==> src/rtl/fifo_pkg.sv <==
// ---------------------------------------------------------------------------
// fifo_pkg
// Definitions shared by the FIFO and its read-side word packer.
//   DEFAULT_FIFO_WIDTH : default width of one FIFO word
//   DEFAULT_PACK       : default number of FIFO words per packed word
//   DEFAULT_OUT_WIDTH  : default packed word width
//   lane_cnt_width()   : width of a lane count able to hold 0..PACK
//   lane_cnt_t         : lane count type for the default PACK
// ---------------------------------------------------------------------------
package fifo_pkg;

    localparam int DEFAULT_FIFO_WIDTH = 2;
    localparam int DEFAULT_PACK       = 4;
    localparam int DEFAULT_OUT_WIDTH  = DEFAULT_FIFO_WIDTH * DEFAULT_PACK;

    // A count of valid lanes must represent PACK itself, hence PACK+1 values.
    function automatic int lane_cnt_width(input int pack);
        return $clog2(pack + 1);
    endfunction

    typedef logic [$clog2(DEFAULT_PACK + 1)-1:0] lane_cnt_t;

endpackage

==> src/rtl/fifo_word_packer_pack_out_reg.sv <==
// ---------------------------------------------------------------------------
// pack_out_reg
// One-entry valid/ready output register for the word packer.
//   clk, reset      : clock, asynchronous active-high reset
//   load            : capture load_data/load_lanes and raise out_valid
//   load_data/lanes : word and valid-lane count to capture
//   out_ready       : downstream accepts when out_valid && out_ready
//   out_data/lanes  : registered word and lane count
//   out_valid       : registered valid
//   out_free        : register can take a new word at this edge
// ---------------------------------------------------------------------------
module pack_out_reg
    import fifo_pkg::*;
#(
    parameter int DATA_W = DEFAULT_OUT_WIDTH,
    parameter int LANE_W = lane_cnt_width(DEFAULT_PACK)
) (
    input  logic              clk,
    input  logic              reset,
    input  logic              load,
    input  logic [DATA_W-1:0] load_data,
    input  logic [LANE_W-1:0] load_lanes,
    input  logic              out_ready,
    output logic [DATA_W-1:0] out_data,
    output logic [LANE_W-1:0] out_lanes,
    output logic              out_valid,
    output logic              out_free
);

    // Free when empty, or when the held word leaves at this same edge.
    assign out_free = !out_valid || out_ready;

    always_ff @(posedge clk or posedge reset) begin
        if (reset) begin
            out_data  <= '0;
            out_lanes <= '0;
            out_valid <= 1'b0;
        end else if (load) begin
            out_data  <= load_data;
            out_lanes <= load_lanes;
            out_valid <= 1'b1;
        end else if (out_valid && out_ready) begin
            out_valid <= 1'b0;
        end
    end

endmodule

==> src/rtl/fifo_word_packer.sv <==
// ---------------------------------------------------------------------------
// fifo_word_packer
// Drains a show-ahead FIFO and packs PACK consecutive words into one wide
// word presented on a valid/ready stream. A flush pulse emits a partially
// filled word; unfilled lanes read as zero.
//   clk, reset    : clock, asynchronous active-high reset
//   fifo_empty    : FIFO empty flag
//   fifo_rd_data  : FIFO head word (valid while fifo_empty=0)
//   fifo_rd_en    : pop the FIFO head at this edge (combinational)
//   flush         : one-cycle request to emit the partial word
//   out_data      : packed word, lane k at [k*FIFO_WIDTH +: FIFO_WIDTH]
//   out_lanes     : number of valid lanes in out_data
//   out_valid     : out_data/out_lanes valid
//   out_ready     : downstream accept
// ---------------------------------------------------------------------------
module fifo_word_packer
    import fifo_pkg::*;
#(
    parameter  int FIFO_WIDTH = DEFAULT_FIFO_WIDTH,
    parameter  int PACK       = DEFAULT_PACK,
    localparam int OUT_WIDTH  = FIFO_WIDTH * PACK,
    localparam int LANE_W     = lane_cnt_width(PACK)
) (
    input  logic                  clk,
    input  logic                  reset,
    input  logic                  fifo_empty,
    input  logic [FIFO_WIDTH-1:0] fifo_rd_data,
    output logic                  fifo_rd_en,
    input  logic                  flush,
    output logic [OUT_WIDTH-1:0]  out_data,
    output logic [LANE_W-1:0]     out_lanes,
    output logic                  out_valid,
    input  logic                  out_ready
);

    localparam int IDX_W = $clog2(PACK);
    localparam logic [IDX_W-1:0] LAST_LANE = IDX_W'(PACK - 1);

    logic [IDX_W-1:0]     lane;
    logic                 flush_pending;
    logic [OUT_WIDTH-1:0] asm_word;
    logic [OUT_WIDTH-1:0] asm_next;

    logic                 out_free;
    logic                 pop;
    logic                 pop_last;
    logic                 flush_req;
    logic                 load;
    logic [OUT_WIDTH-1:0] load_data;
    logic [LANE_W-1:0]    load_lanes;

    // The last lane may only be popped when the output register can take
    // the completed word at the same edge; earlier lanes never wait.
    // Reset gates the pop so the FIFO is never drained while held in reset.
    assign pop = !reset && !fifo_empty && !flush_pending && !flush &&
                 ((lane != LAST_LANE) || out_free);
    assign fifo_rd_en = pop;

    assign pop_last = pop && (lane == LAST_LANE);

    // A flush with lane=0 has nothing to emit and is dropped. Otherwise the
    // partial word goes out at the first edge the output register is free,
    // which may be the flush edge itself.
    assign flush_req = flush_pending || (flush && (lane != '0));
    assign load      = pop_last || (flush_req && out_free);

    // Assembly register with the current FIFO head written into `lane`;
    // a completed word is forwarded from here so the last pop is not delayed.
    always_comb begin
        asm_next = asm_word;
        asm_next[int'(lane) * FIFO_WIDTH +: FIFO_WIDTH] = fifo_rd_data;
    end

    assign load_data  = pop_last ? asm_next : asm_word;
    assign load_lanes = pop_last ? LANE_W'(PACK) : LANE_W'(lane);

    // Assembly state. Clearing on every load keeps stale upper lanes out of
    // a later partial word.
    always_ff @(posedge clk or posedge reset) begin
        if (reset) begin
            asm_word      <= '0;
            lane          <= '0;
            flush_pending <= 1'b0;
        end else if (load) begin
            asm_word      <= '0;
            lane          <= '0;
            flush_pending <= 1'b0;
        end else begin
            if (pop) begin
                asm_word <= asm_next;
                lane     <= lane + 1'b1;
            end
            if (flush && (lane != '0)) begin
                flush_pending <= 1'b1;
            end
        end
    end

    pack_out_reg #(
        .DATA_W (OUT_WIDTH),
        .LANE_W (LANE_W)
    ) u_out_reg (
        .clk        (clk),
        .reset      (reset),
        .load       (load),
        .load_data  (load_data),
        .load_lanes (load_lanes),
        .out_ready  (out_ready),
        .out_data   (out_data),
        .out_lanes  (out_lanes),
        .out_valid  (out_valid),
        .out_free   (out_free)
    );

endmodule

==> config.mk <==
export PLATFORM = sky130hd
export DESIGN_NAME = fifo_word_packer
export DESIGN_NICKNAME = d
export VERILOG_FILES = /design/src/rtl/fifo_pkg.sv /design/src/rtl/fifo_word_packer_pack_out_reg.sv /design/src/rtl/fifo_word_packer.sv
export SDC_FILE = /design/constraint.sdc
export NUM_CORES = 1
export LEC_CHECK = 0
export CAP_MARGIN = 10
export CORE_MARGIN = 2
export CORE_UTILIZATION = 45
export CTS_BUF_LIST = sky130_fd_sc_hd__clkbuf_2
export DETAILED_ROUTE_END_ITERATION = 10
export GPL_TIMING_DRIVEN = 0
export PLACE_DENSITY = 0.72
export SYNTH_ARGS = -nofsm -noshare
export SYNTH_HDL_FRONTEND = slang
export SYNTH_SLANG_ARGS = --single-unit
export TNS_END_PERCENT = 30
==> constraint.sdc <==
create_clock -name clk -period 1.8 [get_ports clk]
set_input_delay 0.36 -clock clk [delete_from_list [all_inputs] [get_ports clk]]
set_output_delay 0.36 -clock clk [all_outputs]
set_load 0.01 [all_outputs]
# ---- Word level (Yosys, flattened, before mapping)
# Index checks and enable logic that the tools add are counted.
dict set report op_classes {
  eq_ne 2
  n_shift 2
  n_reduce_logical 21
  muxes 11
  add_sub_neg 2
}
# cell count
set ops {}
lappend ops {{$neg 3->33} 1}
lappend ops {{$shift 2x33->8 const A} 1}
lappend ops {{$shiftx 2x33->8} 1}
lappend ops {{$mux 8} 3}
lappend ops {{$bwmux 8} 1}
lappend ops {{$logic_and 1x1->1} 8}
lappend ops {{$reduce_bool 2->1} 4}
lappend ops {{$logic_not 1->1} 5}
lappend ops {{$logic_or 1x1->1} 4}
lappend ops {{$mux 1} 4}
lappend ops {{$mux 2} 2}
lappend ops {{$mux 3} 1}
lappend ops {{$add 2x1->2 const B} 1}
lappend ops {{$eq 2x2->1 const B} 1}
lappend ops {{$ne 2x2->1 const B} 1}
dict set report word_totals {
  input_bits 7
  register_bits 23
  word_cells 44
  output_inout_bits 13
}

# ---- Longest topological paths before layout
# Gate-level depths: netlist of the first run.
dict set report depth {
  word_depth 8
  ltp_mapped 7
  ltp_nobuf 6
}

# ---- By module
# Synthesis of the first run repeated with hierarchy kept, for this count alone.
dict set report unflattened {
  cells_unflattened 126
  hier_area_um2 1308.8
}
# module area_each_um2 cells_each seq_area_each_um2 instances
set by_module_without_submodules {}
lappend by_module_without_submodules {fifo_word_packer 823.3 99 275.3 1}
lappend by_module_without_submodules {pack_out_reg 485.5 27 300.3 1}

# ---- Least setup slack after synthesis of the first run
# No wires, ideal clock.
dict set report synth_timing {
  path_type {flip-flop to flip-flop}
  startpoint {register lane[0]}
  endpoint {register u_out_reg.out_data[0]}
  setup_slack_ns 0.040
  stages_incl_launch_ff 8
  setup_time_ns 0.126
  n_path_buf 1
  synth_period_minus_slack_ns 1.760
  arrival_time_ns 1.634
  required_time_ns 1.674
  cell_sequence {dfrtp_1 -> inv_1 -> ha_1 -> nor2b_1 -> o21a_1 -> buf_2 -> nor2_2 -> a221o_1}
}
dict set report synth_via {
  elab_chain_cells 5
  word_cells_on_any_way 15
  classes_between {add/sub (1); eq/ne (2); shift (2); mux (2); reduce/logical (8)}
}
# item line_no
set synth_rtl {}
lappend synth_rtl {{start: declaration} fifo_word_packer.sv:39} ;# logic [IDX_W-1:0] lane;
lappend synth_rtl {{start signal: assignment} fifo_word_packer.sv:91} ;# lane <= lane + 1'b1;
lappend synth_rtl {{parallel branches: the longest is 5 deep, another holds $neg 3->33} --}
lappend synth_rtl {{end signal: assignment} fifo_word_packer_pack_out_reg.sv:39} ;# out_data <= load_data;
lappend synth_rtl {{end: declaration} fifo_word_packer_pack_out_reg.sv:24} ;# output logic [DATA_W-1:0] out_data,
# Several ways; the timed one is not identified.
# A chain may end at the register's enable or synchronous reset.

# ---- Final worst setup path of the first run
dict set report layout_timing {
  startpoint {register lane[0]}
  endpoint {register u_out_reg.out_data[6]}
}
# The elaborated chain is that of the path after synthesis.

==> impl_metrics.py, run 1 <==
metrics = {
    "sta": {
        "rsz0062_at_grt": "yes",
        "hold_viol": 0,
        "relSlewSlack_pct": 41.6,
        "max_freq_mhz": 563,
        "worst_pin_slew_ns": 0.875,
        "slew_viol_final": 0,
        "setup_tns_ns": 0,
        "whs_ns": 0.239,
        "fin_skew_ns": 0.00705,
        "setup_viol": 0,
        "fin_crit_sh_pct": 98.6,
        "post-route-min-period_ns": 1.77,
    },
    "floorplanning": {
        "fp.dieW_um": 55.7,
        "start_util_pct": 48.1,
        "rows": 18,
        "coreArea_um2": 2500,
        "design.die.area_um2": 3100,
        "io-pin-count": 20,
        "die_h_um": 55.7,
    },
    "clocking": {
        "cts_sinks": 23,
        "cts_hold_buf": 0,
        "cts-buffers-inserted": 3,
        "clock-root-buffer": "clkbuf_2",
        "htree_levels": 1,
        "clk_latency_ns": 0.33,
        "clkTransAtPathRegs_ns": 0.21,
        "cts_tree": "yes",
        "cts_max_path_buffers": 2,
    },
    "finish": {
        "antennaDiodeCount": 0,
        "ff_latch_area_um2": 578,
        "drive_above_1_share_pct": 22.9,
        "multi_input_area_um2": 674,
        "finalInstanceArea_um2": 1570,
        "fin_cells": 170,
        "nets": 154,
        "areaGrowthSynthToFinish_pct": 30.7,
        "mostFrequentLayoutCells": "nor2_1 (21), dfrtp_1 (21), clkdlybuf4s50_1 (15)",
        "fillerInstances": 199,
    },
    "setup_path": {
        "regToRegStartpoint": "lane[0]$_DFFE_PP0P_",
        "startpoint_type": "flop",
        "crit_fanout": 10,
        "worst_ep_arrival_time_ns": 2.03,
        "critical_path_class": "reg -> reg",
        "r2r_end": "u_out_reg.out_data[6]$_DFFE_PP0P_",
        "required_ns": 2.05,
        "rr_worst_depth": 7,
        "crit_path_end_kind": "flop",
        "worst-r2r-setup-slack_ns": 0.03,
    },
    "synthesis": {
        "avgSynthCellArea_um2": 10.8,
        "ys.flop_type": "dfrtp_1",
        "ys_top_cells_by_area": "dfrtp_1 (48%), a221o_1 (6.7%), nor2_1 (6.5%), ha_1 (6.2%), nor2b_1 (5.2%)",
        "seq_area_frac_synth_pct": 47.8,
        "async_flop_share_pct": 100,
        "syn-cell-area_um2": 1200,
        "synth_cells": 111,
        "synth.net_count": 124,
        "netlist.area_leader.share_pct": 47.8,
        "synth_edf_count": 0,
        "ys_types": 26,
        "ys_ff_latch": 23,
        "synth_largest_area_cell": "dfrtp_1",
        "yosys_warnings": 0,
    },
    "pwr": {
        "p_leak_nw": 0.706,
        "p_total_mw": 2.20,
        "swShare_pct": 39.2,
        "vdd_ir_drop_max_v": 0.000854,
        "pwr-share-seq_pct": 38.6,
        "power_density_nw_per_um2": 1400,
        "comb_power_share_pct": 51.7,
        "p_sw_uw": 864,
        "pwr-share-clk_pct": 9.6,
        "intPower_mw": 1.34,
    },
    "detailed_routing": {
        "wirelength_um": 2750,
        "routed_via_density": 5.73,
        "ant_nets": 0,
        "firstDrtPassIters": 4,
        "drc": 0,
        "wl_per_cell_um": 16.2,
        "dr.first_iter.drc_count": 15,
        "vias": 974,
    },
    "global_routing": {
        "grt_max_degree": 24,
        "overflow": 0,
        "grt_usage_pct": 18.6,
        "grt_pass1_vias": 989,
        "grt_pass1_wl_um": 4620,
        "antenna_found_initial": 0,
    },
    "placed_design": {
        "numPlacedInstances": 160,
        "postPlaceCellArea_um2": 1430,
        "gp_congestion": 0.803,
        "hpwlAfterDp_um": 1750,
        "port_buffers": 19,
    },
    "flow_run": {
        "cap_violations": 0,
    },
    "status": {
        "outcome": "finished, final reports clean",
    },
    "worst_hold_path": {
        "worstHoldPathType": "in -> async",
    },
}
[power groups by stage]
stage	combinational [mW]	clock (mW)	sequential [mW]
3_5_place_dp	0.972	0	0.869
2_1_floorplan	0.600	0	0.882
5_1_grt	1.24	0.236	0.881
4_1_cts	1.04	0.216	0.845
3_3_place_gp	0.955	0	0.861
6_report	1.14	0.212	0.852
[area by class of cell]
cell class / instances / share of cell area (%)
inverter: 3 / 0.716
tap: 30 / 2.39
multi-input combinational: 84 / 42.9
timing repair buffer: 25 / 15.5
buffer: 1 / 0.477
sequential: 23 / 36.8
clock buffer: 4 / 1.27
[kinds of logic after synthesis]
kind of cell    after synthesis  share of synthesized area, %
simple gates                 45                          20.7
compound gates               28                          19.4
flops                        23                          47.8
fa+ha+maj                     6                          6.24
buf+inv                       5                          2.60
mux                           3                          2.49
xor+xnor                      1                         0.728
[how the worst max path moves through the flow]
| stage | slack, ns | startpoint | to | depth (start not counted) |
|---|---|---|---|---|
| 3_3_place_gp | -0.88 | flush | fifo_rd_en | 5 |
| 2_1_floorplan | 0.04 | lane[0]$_DFFE_PP0P_ | u_out_reg.out_data[0]$_DFFE_PP0P_ | 7 |
| 5_1_grt | -0.06 | lane[0]$_DFFE_PP0P_ | u_out_reg.out_data[6]$_DFFE_PP0P_ | 7 |
| 3_5_place_dp | -0.88 | flush | fifo_rd_en | 5 |
| 4_1_cts | -0.14 | flush_pending$_DFFE_PP0P_ | fifo_rd_en | 4 |
| 6_report | 0.03 | lane[0]$_DFFE_PP0P_ | u_out_reg.out_data[6]$_DFFE_PP0P_ | 7 |
[cell usage after synthesis (2+ instances only)]
library cell / instances
dfrtp_1: 23
a41oi_1: 2
o21a_1: 2
mux2i_1: 3
nor2_1: 21
ha_1: 6
and3b_1: 2
a221o_1: 8
inv_1: 3
a211oi_1: 8
a31oi_1: 6
nor2_2: 2
nand2_1: 3
nor2b_1: 10
[critical path: stages (launching register included)]
cell	delay (ns)
dfrtp_2	0.47
inv_1	0.10
ha_2	0.22
nor2b_2	0.17
o21a_1	0.13
buf_4	0.19
nor2_2	0.11
a221o_1	0.30
[registers in the layout, summed over array words and instances, names as in the netlist]
name,cells
asm_word,8
u_out_reg.out_valid,1
u_out_reg.out_lanes,3
lane,2
flush_pending,1
u_out_reg.out_data,8
[through the flow]
step,utilization [%],setup slack (ns)
5_1_grt,62.9,-0.0586
4_1_cts,60.3,-0.136
3_5_place_dp,57.3,-0.882
3_3_place_gp,57.3,-0.876
2_1_floorplan,-,0.0402
6_report,62.9,0.0253
[what timing repair did]
action | in CTS | in global routing
pin swaps | 1 | 3
hold endpoints to repair | 0 | 0
gates cloned | 0 | 1
setup endpoints to repair | 20 | 20
gates resized for setup | 9 | 16
setup buffers | 6 | 0
[per-layer routing]
metal	wire [um]	track usage [%]	up-vias
met5	0	0	-
met4	11	3.48	0
met3	86	4.88	2
met2	1350	31.5	17
met1	1300	24.1	486
li1	-	-	469
Power figures use the tool's default switching activity.
==> run 2: changes to the inputs <==
CORE_MARGIN = unset   (was 2)
PLACE_DENSITY = 0.69   (was 0.72)
clock period = 2.15 ns   (was 1.8 ns; I/O delays follow)
==> run 2 against run 1 <==
Sequential share of layout area up 2.5 points. Setup slack better by 0.028 ns. Highest routed layer unchanged. Largest power group unchanged. Hold slack better by 0.19 ns. Global-route usage up 1.7 points.
==> impl_metrics.py, run 2 (synthesis gave the netlist of run 1 again) <==
metrics = {
    "sta": {
        "rsz0062_at_grt": "yes",
        "fin_skew_ns": 0.00455,
        "max_freq_mhz": 477,
        "slew_viol_final": 0,
        "fin_crit_sh_pct": 97.5,
        "hold_viol": 0,
        "post-route-min-period_ns": 2.10,
        "relSlewSlack_pct": 42.0,
        "setup_tns_ns": 0,
        "worst_pin_slew_ns": 0.870,
        "setup_viol": 0,
    },
    "clocking": {
        "htree_levels": 1,
        "cts_sinks": 23,
        "cts_tree": "yes",
        "clk_latency_ns": 0.33,
        "cts_max_path_buffers": 2,
        "cts-buffers-inserted": 3,
        "clock-root-buffer": "clkbuf_2",
        "clkTransAtPathRegs_ns": 0.21,
    },
    "finish": {
        "areaGrowthSynthToFinish_pct": 21.9,
        "fin_util_pct": 58.7,
        "antennaDiodeCount": 0,
        "nets": 151,
        "mostFrequentLayoutCells": "dfrtp_1 (22), nor2_1 (21), clkdlybuf4s50_1 (16), nor2b_1 (10)",
        "final_common_cell": "dfrtp_1",
        "reg_top3": "asm_word x8, u_out_reg.out_data x8, u_out_reg.out_lanes x3",
        "drive_above_1_share_pct": 13.1,
    },
    "detailed_routing": {
        "wirelength_um": 2470,
        "vias": 937,
        "dr.first_iter.drc_count": 11,
        "firstDrtPassIters": 4,
        "ant_nets": 0,
        "wl_per_cell_um": 14.8,
        "drc": 0,
        "routed_via_density": 5.61,
    },
    "global_routing": {
        "grt_max_degree": 24,
        "grt_pass1_wl_um": 4140,
        "antenna_found_initial": 0,
        "overflow": 0,
        "grt_pass1_vias": 929,
        "grt_usage_pct": 20.3,
    },
    "floorplanning": {
        "fp.dieW_um": 53.7,
        "rows": 18,
        "die_h_um": 53.7,
        "start_util_pct": 48.1,
        "io-pin-count": 20,
        "design.die.area_um2": 2890,
        "coreArea_um2": 2500,
    },
    "status": {
        "outcome": "finished, final reports clean",
    },
    "setup_path": {
        "worst_ep_arrival_time_ns": 1.67,
        "crit_fanout": 3,
        "crit_path_end_kind": "output pin",
        "required_ns": 1.72,
        "startpoint_type": "flop",
        "critical_path_class": "reg -> out",
    },
    "placed_design": {
        "hpwlAfterDp_um": 1660,
        "gp_congestion": 0.778,
        "port_buffers": 19,
    },
    "pwr": {
        "vdd_ir_drop_max_v": 0.000641,
        "p_leak_nw": 0.663,
        "power_density_nw_per_um2": 1160,
    },
    "worst_hold_path": {
        "worstHoldPathType": "in -> async",
    },
    "flow_run": {
        "cap_violations": 0,
    },
}
==> run 2: cell types whose count changed in the layout (fill, tap and decap cells not counted), sizes merged <==
cell           delta
buf               -2
clkdlybuf4s50     +1
dlygate4sd2       +2
dlymetal6s2s      -3
nor2              -1
==> run 2: timing repair <==
item / 4_1_cts / 5_1_grt
pin swaps: 1 / 0
gates resized for setup: 6 / 1
hold endpoints to repair: 0 / 0
setup buffers: 3 / 0
hold buffers: 0 / 0
endpoints found under the setup margin: 1 / 9
==> run 2: path summary, 6_finish.rpt <==
kind / start / to / cells after the start / slack [ns]
worst max-delay path: flush_pending$_DFFE_PP0P_ / fifo_rd_en / 4 / 0.05
worst min-delay path: reset / u_out_reg.out_lanes[2]$_DFFE_PP0P_ / 2 / 0.43
worst max register to register: lane[0]$_DFFE_PP0P_ / u_out_reg.out_data[7]$_DFFE_PP0P_ / 7 / 0.14
worst min register to register: u_out_reg.out_lanes[2]$_DFFE_PP0P_ / u_out_reg.out_lanes[2]$_DFFE_PP0P_ / 2 / 0.52
max in group asynchronous: reset / lane[0]$_DFFE_PP0P_ / 2 / 1.15
min in group clk: u_out_reg.out_lanes[2]$_DFFE_PP0P_ / u_out_reg.out_lanes[2]$_DFFE_PP0P_ / 2 / 0.52
==> run 2: per-layer routing <==
| metal | GRT usage (%) | wire length, um |
|---|---|---|
| met4 | 4.39 | 28 |
| met5 | 0 | 0 |
| met2 | 34.6 | 1140 |
| met3 | 5.37 | 79 |
| met1 | 25.5 | 1220 |
==> run 2: report_power, final <==
group	internal [mW]	leakage (nW)	switching, mW	total [mW]
clock	0.0492	0.0166	0.126	0.175
sequential	0.594	0.299	0.121	0.715
combinational	0.414	0.347	0.401	0.815
total	1.06	0.663	0.648	1.70
==> run 2: critical path: stages, from the launching register on <==
cell and delay, ns:
dfrtp_1 0.46, nor4_4 0.35, a21boi_4 0.29, buf_8 0.12, buf_2 0.12
==> run 2: final cells by class <==
| cell class | count | area (um^2) |
|---|---|---|
| Inverter | 3 | 11.3 |
| Tap cell | 30 | 37.5 |
| Multi-Input combinational cell | 83 | 597 |
| Clock buffer | 4 | 20.0 |
| Buffer | 2 | 20.0 |
| Fill cell | 210 | 1030 |
| Timing Repair Buffer | 22 | 205 |
| Sequential cell | 23 | 577 |
==> run 2: metrics by stage <==
stage	hold slack, ns	instances	power [mW]	instance area, um^2	setup slack (ns)
final	0.425	167	1.70	1470	0.0532
after floorplan	0.432	111	1.24	1200	0.390
after detailed placement	0.476	160	1.53	1430	-0.665
after global placement	0.468	160	1.52	1430	-0.675
after global routing	0.493	167	1.84	1470	-0.0440
after CTS	0.439	167	1.72	1470	0.0288
==> variant 1, RTL diff (config.mk and constraints of run 1) <==
`DEFAULT_PACK`: 4 -> 8.
--- a/src/rtl/fifo_pkg.sv
+++ b/src/rtl/fifo_pkg.sv
@@ -10,7 +10,7 @@
 package fifo_pkg;
 
     localparam int DEFAULT_FIFO_WIDTH = 2;
-    localparam int DEFAULT_PACK       = 4;
+    localparam int DEFAULT_PACK       = 8;
     localparam int DEFAULT_OUT_WIDTH  = DEFAULT_FIFO_WIDTH * DEFAULT_PACK;
 
     // A count of valid lanes must represent PACK itself, hence PACK+1 values.
Ports: changed (resized out_data and out_lanes); port bits go from 20 to 29. No check against the original RTL was run, so the function may have changed too.
==> variant 1 against run 1 <==
The run now ends with setup timing left; combinational power up 120%; synthesized area grew 70%; wire length is 110% higher; sequential cell count is 18 higher; total power rose by 95%; design area is 83% higher; fmax down 15%; setup slack got worse by 0.30 ns; largest power group unchanged.
==> variant 1: results (changes against run 1) <==
stage;metric;value;unit;change
run_status;run status;finished, violations left;;
run_status;failing checks;setup timing;;
cells_and_area;nets;250;;+62%
sta;clock skew;0.006945;ns;-0.0001041 ns
setup_path;Max stage delay on crit path;0.42;ns;-0.05 ns
route;via count;1751;;+80%
synth;main area contributors after synthesis;dfrtp_1 50%, mux2i_1 8.3%, o2bb2ai_1 4.3%, a221o_1 3.4%, nand2_1 3.1%;;
global_route;first-pass GRT wire length;9.335;mm;+100%
synth;Seq/Total Area, Yosys;50.12;%;+2.3 points
route;Post-Route WL;5.669;mm;+110%
setup_path;Slowest cell on crit path;dfrtp_1;;
cells_and_area;layout cell share with drive strength beyond 1;33.47;%;+11 points
cts;CTS H-tree depth;2;;+1
synth;Synth cell types;43;;+65%
route;initial DRC count;130;;+115
cts;number of CTS-inserted buffers;5;;+2
global_route;vias in the first global route;1870;;+89%
synth;most frequent cells after synthesis;41 x dfrtp_1, 17 x mux2i_1, 17 x nand2_1, 10 x o2bb2ai_1, 9 x nor2_1;;
global_route;pin count of the biggest net entering global routing;42;;+75%
global_route;global-route total usage across every layer;23.37;%;+4.8 points
sta;Setup TNS;-4.901;ns;-4.901 ns
setup_path;CP arrival;2.38;ns;+0.35 ns
sta;Worst slew margin;43.40;%;+1.8 points
cells_and_area;Fillers;303;;+52%
synth;syn_nets;197;;+59%
pwr;cell leakage power;1.313;nW;+86%
synth;Cells after Synth;185;;+67%
pwr;maximum vdd drop;0.0006907;V;-19%
sta;final setup vio count;33;;+33
route;drt wl/cell;19.48;µm;+20%
placement;Inst Count DP;264;;+65%
sta;worst setup margin;-0.2783;ns;-0.3036 ns
placement;Placer Congestion;0.8275;;+3.1%
setup_path;crit-path max FO;6;;-4
global_route;initial antenna violation count;0;;unchanged
cts;clk_lat worst skew;0.41;ns;+0.08 ns
## variant 1: cell types whose count changed after synthesis, moves of 5 or more
cell	before	now
and3_1	0	5
mux2i_1	3	17
a21oi_1	0	6
nor2_1	21	9
a31oi_1	6	0
inv_1	3	8
buf_2	1	7
a211oi_1	8	0
dfrtp_1	23	41
nand2_1	3	17
nor2b_1	10	1
o2bb2ai_1	0	10
## variant 1: routing by layer
metal	GRT usage, %	vias up	routed length [µm]
met2	38.79	47	2895
li1	-	796	-
met1	29.70	899	2439
met3	5.063	9	254
met5	0	-	0
met4	9.644	0	80
## variant 1: metrics by stage
step                      area [µm²]  setup slack, ns
after floorplan                 2195          -0.1635
after global routing            2880          -0.3309
after detailed placement        2530          -0.7856
after CTS                       2744          -0.2663
final                           2880          -0.2783
after global placement          2530          -0.7820
## variant 1: power breakdown
group | switching, mW | leakage (nW) | total (mW) | internal (mW)
Sequential | 0.129 | 0.556 | 1.22 | 1.10
Combinational | 1.23 | 0.716 | 2.54 | 1.31
Clock | 0.310 | 0.0406 | 0.547 | 0.237
## variant 1: worst paths after layout
| kind | start | to | slack, ns | cells past startpoint |
|---|---|---|---|---|
| setup / recovery | lane[0] | u_out_reg.out_data[2] | -0.28 | 9 |
| hold / removal | reset | asm_word[9] | 0.28 | 2 |
| setup reg to reg | lane[0] | u_out_reg.out_data[2] | -0.28 | 9 |
| hold reg to reg | u_out_reg.out_lanes[3] | u_out_reg.out_lanes[3] | 0.52 | 2 |
| max in group asynchronous | reset | lane[2] | 0.96 | 2 |
| min in group clk | flush | flush_pending | 0.43 | 3 |
## variant 1: layout make-up
type	instances	area, µm²	area share (%)
inverter	9	41.29	1.434
sequential	41	1028	35.71
clock inverter	2	33.78	1.173
tap	52	65.06	2.259
timing repair buffer	48	439.2	15.25
buffer	9	82.58	2.867
multi-input combinational	124	1160	40.27
clock buffer	6	30.03	1.043
## variant 1: timing repair
item / in CTS / in global routing
cloned: 1 / 0
pin swaps: 19 / 12
setup endpoints to repair: 41 / 42
setup buffers: 15 / 7
gates resized for setup: 22 / 23
## variant 1: cell families after synthesis
kind of cell	count (synthesis)	share of synthesized area [%]
compound gates	46	18.64
fa+ha+maj	5	3.056
buf+inv	20	4.523
flops	41	50.12
mux	17	8.313
simple gates	56	15.34
## variant 1: worst reg2reg max path: cells and delay by family (launching register included)
family                   cells  cell delay (ns)
adder cells (fa/ha/maj)      2             0.49
multiplexers                 2             0.36
AND/OR/NAND/NOR              2             0.42
flip-flops                   1             0.42
buffers and inverters        3             0.29
==> variant 2, RTL diff (settings of run 1) <==
Made on the original files. Make the reset (`reset`) synchronous in 2 clocked blocks. Comments in the files are not updated.
--- a/src/rtl/fifo_word_packer_pack_out_reg.sv
+++ b/src/rtl/fifo_word_packer_pack_out_reg.sv
@@ -30,7 +30,7 @@
     // Free when empty, or when the held word leaves at this same edge.
     assign out_free = !out_valid || out_ready;
 
-    always_ff @(posedge clk or posedge reset) begin
+    always_ff @(posedge clk) begin
         if (reset) begin
             out_data  <= '0;
             out_lanes <= '0;
--- a/src/rtl/fifo_word_packer.sv
+++ b/src/rtl/fifo_word_packer.sv
@@ -76,7 +76,7 @@
 
     // Assembly state. Clearing on every load keeps stale upper lanes out of
     // a later partial word.
-    always_ff @(posedge clk or posedge reset) begin
+    always_ff @(posedge clk) begin
         if (reset) begin
             asm_word      <= '0;
             lane          <= '0;
Formal check against the unedited RTL: differs if reset is asserted again (counterexample within 4 cycles, from zero or initial values and one cycle with reset high); with reset held inactive, the same outputs for 10 cycles.
==> variant 2 against run 1 <==
The run now ends with setup timing left; sequential cell count stayed put; wire length down 7.0%; design area fell by 11%; setup slack worse by 0.13 ns; core utilization is 4.6 points lower; synthesized area down 7.7%; synthesized cell count grew 4.5%; sequential share of layout area down 3.5 points; non-clock buffer count is 1 higher; hold slack better by 0.13 ns; largest cell class unchanged; highest routed layer unchanged.
Power is not compared: it rests on default switching activity, and its combinational part moved more than twofold at a synthesized area within 25%.
==> variant 2: results (changes against run 1) <==
stage;metric;value;unit;change
run_status;run status;finished, violations left;;
run_status;failing checks;setup timing;;
placement;post-DP HPWL;1.724;mm;-1.4%
cells_and_area;layout cell share with drive strength beyond 1;15.60;%;-7.3 points
global_route;global-route total usage across every layer;19.87;%;+1.3 points
sta;final setup vio count;1;;+1
global_route;first-pass GRT wire length;4.105;mm;-11%
placement;dpl ws;-1.004;ns;-0.1221 ns
cells_and_area;Post-Layout Cell Count;171;;+0.59%
synth;ys async rst share;0;%;-100 points
sta;worst setup margin;-0.1058;ns;-0.1311 ns
placement;Placer Congestion;0.7852;;-2.2%
route;met3 wire len;115;µm;+34%
worst_hold_path;Hold/Removal Path Class;in2reg;;
route;met2 wire len;1.236;mm;-8.5%
setup_path;CP arrival;1.55;ns;-0.48 ns
global_route;vias in the first global route;926;;-6.4%
synth;Cells after Synth;116;;+4.5%
placement;Placed Area;1339;µm²;-6.5%
setup_path;crit-path max FO;4;;-6
cts;number of CTS-inserted buffers;3;;unchanged
synth;syn_nets;129;;+4.0%
global_route;pin count of the biggest net entering global routing;14;;-42%
route;initial DRC count;7;;-8
cells_and_area;Reg area;466.7;µm²;-19%
sta;Setup TNS;-0.1058;ns;-0.1058 ns
route;Met1 Routed Length;1.166;mm;-11%
sta;Worst slew margin;65.80;%;+24 points
cells_and_area;Fillers;219;;+10%
route;Post-Route WL;2.559;mm;-7.0%
synth;Seq/Total Area, Yosys;41.44;%;-6.4 points
sta;clock skew;0.006936;ns;-0.0001139 ns
synth;most frequent cells after synthesis;23 x dfxtp_1, 16 x nor2_1, 11 x mux2i_1, 9 x a211oi_1, 8 x o22ai_1;;
cells_and_area;nets;155;;+0.65%
synth;Synth cell types;29;;+12%
## variant 2: final timing paths
kind	startpoint	end	slack, ns	cells after the start
worst max-delay path	flush	fifo_rd_en	-0.11	5
worst min-delay path	reset	u_out_reg.out_lanes[2]	0.37	2
worst max register to register	lane[0]	u_out_reg.out_data[1]	0.09	7
worst min register to register	u_out_reg.out_lanes[2]	u_out_reg.out_lanes[2]	0.48	2
## variant 2: what timing repair did
item | CTS | global route
setup endpoints to repair | 23 | 20
buffers inserted | 3 | 0
pin swaps | 1 | 1
gates resized for setup | 15 | 6
## variant 2: per-layer routing
layer	GRT usage [%]	vias up
met4	9.402	0
met1	23.88	449
met3	5.000	4
li1	-	475
met5	0	-
met2	32.93	24
## variant 2: area by class of cell
class	count	share of cell area, %
clock inverters	1	0.3562
plain buffers	5	3.206
inverters	5	1.336
clock buffers	3	1.069
flip-flops and latches	23	33.21
multi-input cells	82	42.92
repair buffers	22	15.23
well taps	30	2.671
## variant 2: report_power, final
part           internal [mW]  switching (mW)
Clock                 0.0504           0.163
Combinational         0.0767          0.0834
Sequential             0.527          0.0140
Total                  0.654           0.261
## variant 2: kinds of logic after synthesis
family,share of synthesized area (%)
adders and majority gates,6.757
xor gates and xnor gates,0.7884
DFF,41.44
and+or+nand+nor,14.87
buffers and inverters,5.180
AOI/OAI and AO/OA,21.06
muxes,9.910
## variant 2: critical path: cells and delay by family
kind / cells / cell delay [ns]
simple gates: 1 / 0.54
buf+inv: 3 / 0.48
compound gates: 1 / 0.16
